<file path="config.mk">
export PLATFORM = sky130hd
export DESIGN_NAME = fp_normalize_left
export DESIGN_NICKNAME = d
export VERILOG_FILES = /design/src/rtl/fp_normalize_left.sv
export SDC_FILE = /design/constraint.sdc
export NUM_CORES = 1
export LEC_CHECK = 0
export CAP_MARGIN = 20
export CORE_MARGIN = 2
export CORE_UTILIZATION = 37
export DETAILED_ROUTE_END_ITERATION = 10
export PLACE_DENSITY = 0.71
export SKIP_LAST_GASP = 1
export SYNTH_ARGS = -nofsm -noshare
export SYNTH_HDL_FRONTEND = slang
export SYNTH_SLANG_ARGS = --single-unit
</file>
<file path="constraint.sdc">
create_clock -name clk -period 5.15 [get_ports clk]
set_clock_uncertainty 0.05 [all_clocks]
set_input_delay 1.03 -clock clk [delete_from_list [all_inputs] [get_ports clk]]
set_output_delay 1.03 -clock clk [all_outputs]
set_load 0.02 [all_outputs]
</file>
<file path="src/rtl/fp_normalize_left.sv">
// Post-add normalizer: iteratively left-shifts the adder sum until the hidden
// bit is set, handling carry-out, zero, exponent overflow and denormal results.
module fp_normalize_left #(
  parameter int unsigned MANT_W = 24,
  parameter int unsigned EXP_W  = 8,
  localparam int unsigned SH_W  = $clog2(MANT_W)
) (
  input  logic              clk,
  input  logic              rst_n,
  input  logic              in_valid,
  output logic              in_ready,
  input  logic [MANT_W:0]   in_mant,
  input  logic [EXP_W-1:0]  in_exp,
  output logic              out_valid,
  input  logic              out_ready,
  output logic [MANT_W-1:0] out_mant,
  output logic [EXP_W-1:0]  out_exp,
  output logic [SH_W-1:0]   out_shift,
  output logic              out_zero,
  output logic              out_ovf,
  output logic              out_unf
);

  localparam logic [1:0] S_IDLE = 2'd0;
  localparam logic [1:0] S_EVAL = 2'd1;
  localparam logic [1:0] S_DONE = 2'd2;

  localparam logic [EXP_W:0]   EXP_MAX = {1'b0, {EXP_W{1'b1}}};
  localparam logic [EXP_W-1:0] EXP_ONE = EXP_W'(1);

  logic [1:0]        r_state;
  logic [MANT_W:0]   r_mant;
  logic [EXP_W-1:0]  r_exp;
  logic [SH_W-1:0]   r_cnt;
  logic [MANT_W-1:0] r_out_mant;
  logic [EXP_W-1:0]  r_out_exp;
  logic [SH_W-1:0]   r_out_shift;
  logic              r_zero;
  logic              r_ovf;
  logic              r_unf;

  // Carry increment is evaluated one bit wider so 254+1 and 255+1 both saturate.
  logic [EXP_W:0]    w_exp_inc;
  assign w_exp_inc = {1'b0, r_exp} + {{EXP_W{1'b0}}, 1'b1};

  always_ff @(posedge clk or negedge rst_n) begin
    if (!rst_n) begin
      r_state     <= S_IDLE;
      r_mant      <= '0;
      r_exp       <= '0;
      r_cnt       <= '0;
      r_out_mant  <= '0;
      r_out_exp   <= '0;
      r_out_shift <= '0;
      r_zero      <= 1'b0;
      r_ovf       <= 1'b0;
      r_unf       <= 1'b0;
    end else begin
      case (r_state)
        S_IDLE: begin
          if (in_valid) begin
            r_mant  <= in_mant;
            r_exp   <= in_exp;
            r_cnt   <= '0;
            r_state <= S_EVAL;
          end
        end
        S_EVAL: begin
          if (r_mant == '0) begin
            r_out_mant  <= '0;
            r_out_exp   <= '0;
            r_out_shift <= r_cnt;
            r_zero      <= 1'b1;
            r_ovf       <= 1'b0;
            r_unf       <= 1'b0;
            r_state     <= S_DONE;
          end else if (r_mant[MANT_W]) begin
            r_out_shift <= r_cnt;
            r_zero      <= 1'b0;
            r_unf       <= 1'b0;
            if (w_exp_inc >= EXP_MAX) begin
              r_out_mant <= '0;
              r_out_exp  <= '1;
              r_ovf      <= 1'b1;
            end else begin
              r_out_mant <= r_mant[MANT_W:1];
              r_out_exp  <= w_exp_inc[EXP_W-1:0];
              r_ovf      <= 1'b0;
            end
            r_state <= S_DONE;
          end else if (r_mant[MANT_W-1]) begin
            // A zero exponent here means denormals summed into the normal range.
            r_out_mant  <= r_mant[MANT_W-1:0];
            r_out_exp   <= (r_exp == '0) ? EXP_ONE : r_exp;
            r_out_shift <= r_cnt;
            r_zero      <= 1'b0;
            r_ovf       <= 1'b0;
            r_unf       <= 1'b0;
            r_state     <= S_DONE;
          end else if (r_exp <= EXP_ONE) begin
            r_out_mant  <= r_mant[MANT_W-1:0];
            r_out_exp   <= '0;
            r_out_shift <= r_cnt;
            r_zero      <= 1'b0;
            r_ovf       <= 1'b0;
            r_unf       <= 1'b1;
            r_state     <= S_DONE;
          end else begin
            r_mant <= {r_mant[MANT_W-1:0], 1'b0};
            r_exp  <= r_exp - EXP_ONE;
            r_cnt  <= r_cnt + SH_W'(1);
          end
        end
        S_DONE: begin
          if (out_ready) r_state <= S_IDLE;
        end
        default: r_state <= S_IDLE;
      endcase
    end
  end

  assign in_ready  = (r_state == S_IDLE);
  assign out_valid = (r_state == S_DONE);
  assign out_mant  = r_out_mant;
  assign out_exp   = r_out_exp;
  assign out_shift = r_out_shift;
  assign out_zero  = r_zero;
  assign out_ovf   = r_ovf;
  assign out_unf   = r_unf;

endmodule

</file>
**Yosys cells after proc, flatten, opt, wreduce, memory -nomap -nowiden**

Cells that the tools add are included.

- Register bits after elaboration: 80
- Bits of input ports: 37
- Output and inout port bits: 42
- Word-level logic and storage cells: 87

- Add/subtract/negate cells: 3
- $lt $le $gt $ge: 2
- Eq/ne operators: 9
- Multiplexer cells: 51
- Reduce and logical (&&, ||, !) cells: 10

Operators with widths:

| cell | count |
|---|---|
| $mux 24 | 7 |
| $mux 8 | 11 |
| $mux 25 | 3 |
| $pmux 25 s2 | 1 |
| $mux 5 | 9 |
| $logic_not 25->1 | 1 |
| $pmux 8 s2 | 1 |
| $mux 2 | 6 |
| $mux 1 | 11 |
| $ne 2x2->1 const B | 5 |
| $pmux 5 s2 | 1 |
| $add 8x1->9 const B | 1 |
| $ge 9x8->1 const B | 1 |
| $le 8x1->1 const B | 1 |
| $logic_not 8->1 | 1 |
| $sub 8x1->8 const B | 1 |
| $pmux 2 s3 | 1 |
| $reduce_and 3->1 | 2 |
| $reduce_and 6->1 | 1 |
| $add 5x1->5 const B | 1 |
| $ne 5x5->1 const B | 1 |
| $reduce_and 4->1 | 1 |
| $reduce_bool 4->1 | 1 |
| $eq 2x1->1 const B | 1 |
| other kinds (5) | 5 |

**Longest topological paths before layout**

Gate-level depths: netlist of run 1.

- Depth after elaboration: 6
- Mapped depth: 10
- Gate-level depth less buffers: 9

**Worst setup path after synthesis of run 1**

Ideal clock, no wire load.

- Path type: reg-to-reg
- Start: register r_exp[0]
- End: register r_out_shift[0] (netlist: out_shift[0])
- Setup time: 125 ps
- Arrival time: 1987 ps
- Data required time: 4975 ps
- Path slack: 2988 ps
- Stages on the path, launching flop included: 9
- Path buffers: 1
- Period minus slack after synthesis: 2162 ps
- Cells stage by stage: dfrtp_1 > inv_1 > ha_1 > nor2_1 > nor4b_4 > o21ai_2 > a21boi_1 > buf_2 > mux2_2

- Cells in the longest elaborated chain, start to end: 3

Ends and longest elaborated chain:

| item | RTL line | RTL |
|---|---|---|
| start, declared | 33 | `logic [EXP_W-1:0] r_exp;` |
| start signal, assigned | 63 | `r_exp <= in_exp;` |
| start signal, assigned | 110 | `r_exp <= r_exp - EXP_ONE;` |
| $le 8x1->1 | 100 | `end else if (r_exp <= EXP_ONE) begin` |
| $reduce_bool 4->1 (no line) | - |  |
| $reduce_and 2->1 (no line) | - |  |
| end signal, assigned | 78 | `r_out_shift <= r_cnt;` |
| end signal, assigned | 95 | `r_out_shift <= r_cnt;` |
| end signal, assigned | 103 | `r_out_shift <= r_cnt;` |
| end, declared | 37 | `logic [SH_W-1:0] r_out_shift;` |

Every way passes these cells.
A chain may end at the register's enable or synchronous reset.

**Worst setup path in the final report of run 1**

- Start: register r_exp[0]
- End: register r_out_shift[3] (netlist: out_shift[3])

Same word-level chain as after synthesis.

==> results of run 1 <==
-- metrics by stage --
stage	hold WS (ps)	worst slack [ps]
detailed placement	421	2090
floorplan	391	2990
finish	425	2170
global route	457	2020
global placement	412	2170
CTS	438	2180
-- state kept, by name (all words and copies together), names as in the netlist --
register and count:
r_cnt 5, out_zero 1, out_ovf 1, out_shift 5, out_mant 24, r_mant 25
r_state 2, out_unf 1, out_exp 8, r_exp 8
-- cell families (layout without fill, tap and decap cells) --
group	Yosys count	count (layout)
and+or+nand+nor	135	135
AOI/OAI and AO/OA	120	120
DFF	80	80
buffers and inverters	32	105
muxes	11	11
adders and majority gates	6	6
xor gates and xnor gates	5	5
-- per-layer routing --
layer,share of wire,up-vias,global-route usage
li1,-,1544,-
met1,0.46,1609,0.248
met2,0.47,100,0.275
met3,0.056,10,0.0517
met4,0.014,0,0.0473
met5,0,-,0
-- final cells by class --
class                   instances  share of cell area
clock buffers                  12              0.0307
clock inverters                 4              0.0151
inverters                       4             0.00297
multi-input cells             277               0.353
flip-flops and latches         80               0.396
well taps                     136              0.0337
repair buffers                 85               0.168
-- cells in the final DEF, fill, tap and decap left out, drive strengths merged, types with 2 or more instances in the layout --
master	instances
nor4	7
or3	4
ha	6
buf	8
clkbuf	12
dfrtp	80
o21ai	8
nor3	4
nor2b	3
nand2b	5
a22oi	17
nor3b	2
nand3	6
o22ai	7
mux2	6
clkdlybuf4s50	77
a21oi	20
a31oi	2
a21o	23
xor2	4
inv	4
a21boi	2
bufinv	2
a22o	26
mux2i	5
nand2	68
a221oi	6
nor2	21
and3	2
or2	2
and2	2
nand4	7
o211ai	3
-- worst max-delay path, stage by stage, from the launching register on --
cell      delay (ps)
dfrtp_1          450
inv_1            170
ha_1             270
nor2_1           210
nor4b_4           80
o21ai_2          260
a21boi_4         940
mux2_2           420
-- path summary, 6_finish.rpt --
kind	start	to	slack (ps)
worst min-delay path	r_cnt[4]$_DFFE_PN0P_	r_cnt[4]$_DFFE_PN0P_	430
worst min register to register	r_cnt[4]$_DFFE_PN0P_	r_cnt[4]$_DFFE_PN0P_	430
worst max register to register	r_exp[0]$_DFFE_PN0P_	out_shift[3]$_DFFE_PN0P_	2170
min in group asynchronous	rst_n	out_mant[15]$_DFFE_PN0P_	580
max in group asynchronous	rst_n	out_mant[14]$_DFFE_PN0P_	3860
worst max-delay path	r_exp[0]$_DFFE_PN0P_	out_shift[3]$_DFFE_PN0P_	2170
-- where the power goes --
group	switching (mW)	leakage [nW]	internal, mW
logic	0.797	1.20	0.704
clock network	0.228	0.113	0.301
registers	0.319	0.987	0.898
total	1.34	2.30	1.90
==> impl_metrics.ini, run 1 <==
[clocking]
cts_resized = 0
htreeDepth = 3
clock_path_buffers = 2
cts_tree = built
cts_made_buffers = 9
clkSlewWorstSetupHoldPaths_ps = 90
ctsHoldBuffers = 0
clock-sinks = 80
clk_latency_ps = 350
post_cts_buffers = 0
root_buffer = clkbuf_8

[sta]
slew_violations = 0
rsz0062_at_grt = no
max_freq_mhz = 336
slew_headroom = 0.240
setup_viol = 0
fin_crit_ps = 2980
finalHoldViolations = 0
fin_crit_sh = 0.578
tightest_slew_ps = 1140
fin_setup_tns_ps = 0

[yosys]
yosysUniqueCellTypes = 49
ys.warnings.count = 0
yosysMostFrequentCell = dfrtp_1
synth_top_area_share = 0.510
synth-compound-area-share = 0.223
ys_seq_area_frac = 0.510
synth_nets = 432
synth_common_cells = 80 x dfrtp_1, 68 x nand2_1, 26 x a22o_1, 23 x a21o_1, 21 x nor2_1
yosys.area.top_type = dfrtp_1
yosys.area_share.simple = 0.167
synth_cells = 389
synthArstFlopShare = 1.00
syn_area_sq_um = 3930
muxShareOfSynthArea = 0.0300
synth_fa_ha_area_frac = 0.0191
synth_area_per_cell_sq_um = 10.1
synth-xor-area-share = 0.0112
synth_top_family_by_area = compound AO/OA/AOI/OAI gates
ys_ff_latch = 80
synth_area_leaders = dfrtp_1 51%, nand2_1 6.5%, a22o_1 5.8%
synth-main-ff-cell = dfrtp_1
synth-edff-count = 0

[placed_design]
placed_cell_area_sq_um = 4800
gp_congestion = 0.826
port_buffers = 78
hpwl_um = 6620
place_inst = 581

[floorplan]
core-area_sq_um = 10300
rows = 37
die_area_sq_um = 11500
die_x_um = 107
ios = 79
die_h_um = 107
start_util = 0.380

[detailed_routing]
antenna_left = 0
wire_per_inst_um = 16.3
post-route-drc-count = 0
routed_wl_um = 9760
drtIter0Drc = 170
viasPerCell = 5.46
route.vias.total = 3263
drt_pass1_iterations = 4

[grt]
antenna_found_initial = 0
grt_max_degree = 81
grt.overflow.total = 0
grt_use_total = 0.179
grt_pass1_wl_um = 16300
grt_pass1_vias = 3211

[setup_path]
end_kind = flip-flop
arrival_ps = 3180
worstPathRequired_ps = 5350
crit_fanout = 38
ff2ff_path_depth = 7
crit_path_start_kind = flip-flop
worst-setup-path-type = flip-flop to flip-flop

[layout]
fin_util = 0.489
regArea_sq_um = 2000
final_area_sq_um = 5050
drive_gt1_frac = 0.0866
multi_input_area_sq_um = 1780
syn_to_final_growth_pct = 28.6
nets = 500
fillers = 950
final_cells = 598
n_antenna_cell = 0

[worst_hold_path]
worstHoldPathCells = 1
hold_class = flip-flop to flip-flop

[power_and_ir_drop]
finalPower_mw = 3.25
pwr_density_cell_nw_per_um2 = 643
peakVddDrop_uv = 309
leakagePower_nw = 2.30

[job]
drv_cap = 0

[run_status]
status = complete, no violations
Power figures use the tool's default switching activity.
==> inputs of run 2 (changes only) <==
Settings changed: PLACE_DENSITY 0.71 to 0.73.
Clock period 5.15 ns to 2.72 ns, I/O delays scaled along.
==> impl_metrics.ini, run 2 (synthesized netlist as in run 1, its figures left out) <==
[run_status]
status = complete, no violations

[clocking]
post_cts_buffers = 0
cts_tree = built
htreeDepth = 3
clock-sinks = 80
cts_made_buffers = 9
ctsHoldBuffers = 0
cts_resized = 0
clock_path_buffers = 2
clk_latency_ps = 350
root_buffer = clkbuf_8
clkSlewWorstSetupHoldPaths_ps = 80

[layout]
drive_gt1_frac = 0.104
final_area_sq_um = 5120
final_common_cell = dfrtp_1
fillers = 952
syn_to_final_growth_pct = 30.5
nets = 509
fin_util = 0.496
largest_register_ffs = 25
n_antenna_cell = 0
final_cell_mix = 80 x dfrtp_1, 77 x clkdlybuf4s50_1, 68 x nand2_1, 26 x a22o_1, 23 x a21o_1
largest_register = r_mant

[grt]
grt_pass1_vias = 3265
grt_pass1_wl_um = 16800
grt_use_total = 0.187
antenna_found_initial = 0
grt_max_degree = 45
grt.overflow.total = 0

[detailed_routing]
antenna_left = 0
drt_pass1_iterations = 4
routed_wl_um = 9980
viasPerCell = 5.36
route.vias.total = 3252
wire_per_inst_um = 16.4
drtIter0Drc = 169
post-route-drc-count = 0

[setup_path]
worstPathRequired_ps = 2890
arrival_ps = 2670
crit_fanout = 19
end_kind = flip-flop
reg2reg_from = r_mant[6]$_DFFE_PN0P_
ff2ff_path_depth = 7
timing.rr.end = r_exp[6]$_DFFE_PN0P_
worst-setup-path-type = flip-flop to flip-flop
crit_path_start_kind = flip-flop
worst-r2r-setup-slack_ps = 220

[placed_design]
port_buffers = 78
placed_cell_area_sq_um = 4890
gp_congestion = 0.843
hpwl_um = 6940
preCtsSetupSlack_ps = 68.5

[power_and_ir_drop]
leakagePower_nw = 2.33
peakVddDrop_uv = 498
finalPower_mw = 6.27
pwr_density_cell_nw_per_um2 = 1220

[sta]
max_freq_mhz = 401
slew_headroom = 0.619
tightest_slew_ps = 572
fin_crit_ps = 2500
slew_violations = 0
worst_slack_ps = 223
fin_setup_tns_ps = 0
finalHoldViolations = 0
fin_crit_sh = 0.918
setup_viol = 0
rsz0062_at_grt = no

[job]
drv_cap = 0

[floorplan]
die_x_um = 107
start_util = 0.380
core-area_sq_um = 10300
die_area_sq_um = 11500
ios = 79
die_h_um = 107
rows = 37

[worst_hold_path]
hold_class = primary input to asynchronous set/reset pin
run 2: cell types whose count changed in the layout (fill, tap and decap cells not counted):
cell        before  now
clkinv_4         1    0
clkinv_2         0    1
a21boi_4         1    0
a21boi_2         0    1
a21oi_2          1    0
buf_6            1    0
clkinvlp_4       1    2
nor3_4           0    1
nor3_2           2    1
a21oi_4          0    1
clkbuf_8        11   10
buf_4            6   15
buf_12           1    2
run 2: final cells by class:
| class | count | area, sq um | area share |
|---|---|---|---|
| Sequential cell | 80 | 2000 | 0.391 |
| Tap cell | 136 | 170 | 0.0332 |
| Timing Repair Buffer | 94 | 923 | 0.180 |
| Clock inverter | 5 | 80.1 | 0.0156 |
| Multi-Input combinational cell | 277 | 1790 | 0.350 |
| Clock buffer | 11 | 141 | 0.0276 |
| Inverter | 4 | 15.0 | 0.00293 |
run 2: worst max path at each step:
stage,start,endpoint,slack [ps],depth (start not counted)
floorplan,r_exp[0]$_DFFE_PN0P_,out_shift[0]$_DFFE_PN0P_,560,8
global placement,r_exp[0]$_DFFE_PN0P_,out_mant[1]$_DFFE_PN0P_,100,9
detailed placement,r_exp[0]$_DFFE_PN0P_,out_mant[18]$_DFFE_PN0P_,70,9
CTS,r_exp[0]$_DFFE_PN0P_,out_mant[18]$_DFFE_PN0P_,50,9
global route,r_mant[6]$_DFFE_PN0P_,r_exp[3]$_DFFE_PN0P_,20,7
finish,r_mant[6]$_DFFE_PN0P_,r_exp[6]$_DFFE_PN0P_,220,7
run 2: worst max-delay path, stage by stage (launching register included):
cell,delay (ps)
dfrtp_1,440
nor4_1,400
nand4_1,230
o41a_1,490
a21oi_4,310
inv_2,210
a21oi_1,170
a21oi_1,60
run 2: stage by stage:
step | instances | hold slack (ps)
floorplan | 389 | 198
global placement | 591 | 412
detailed placement | 591 | 412
CTS | 607 | 144
global route | 607 | 154
finish | 607 | 127
run 2: where the power goes:
part	switching (mW)	internal [mW]	total (mW)
Clock	0.435	0.541	0.976
Sequential	0.527	1.70	2.23
Combinational	1.62	1.44	3.06
run 2: routing by layer:
metal / vias up / track usage / share of wire
met1: 1585 / 0.252 / 0.44
met5: - / 0 / 0
met2: 90 / 0.300 / 0.50
li1: 1561 / - / -
met3: 16 / 0.0353 / 0.044
met4: 0 / 0.0686 / 0.017
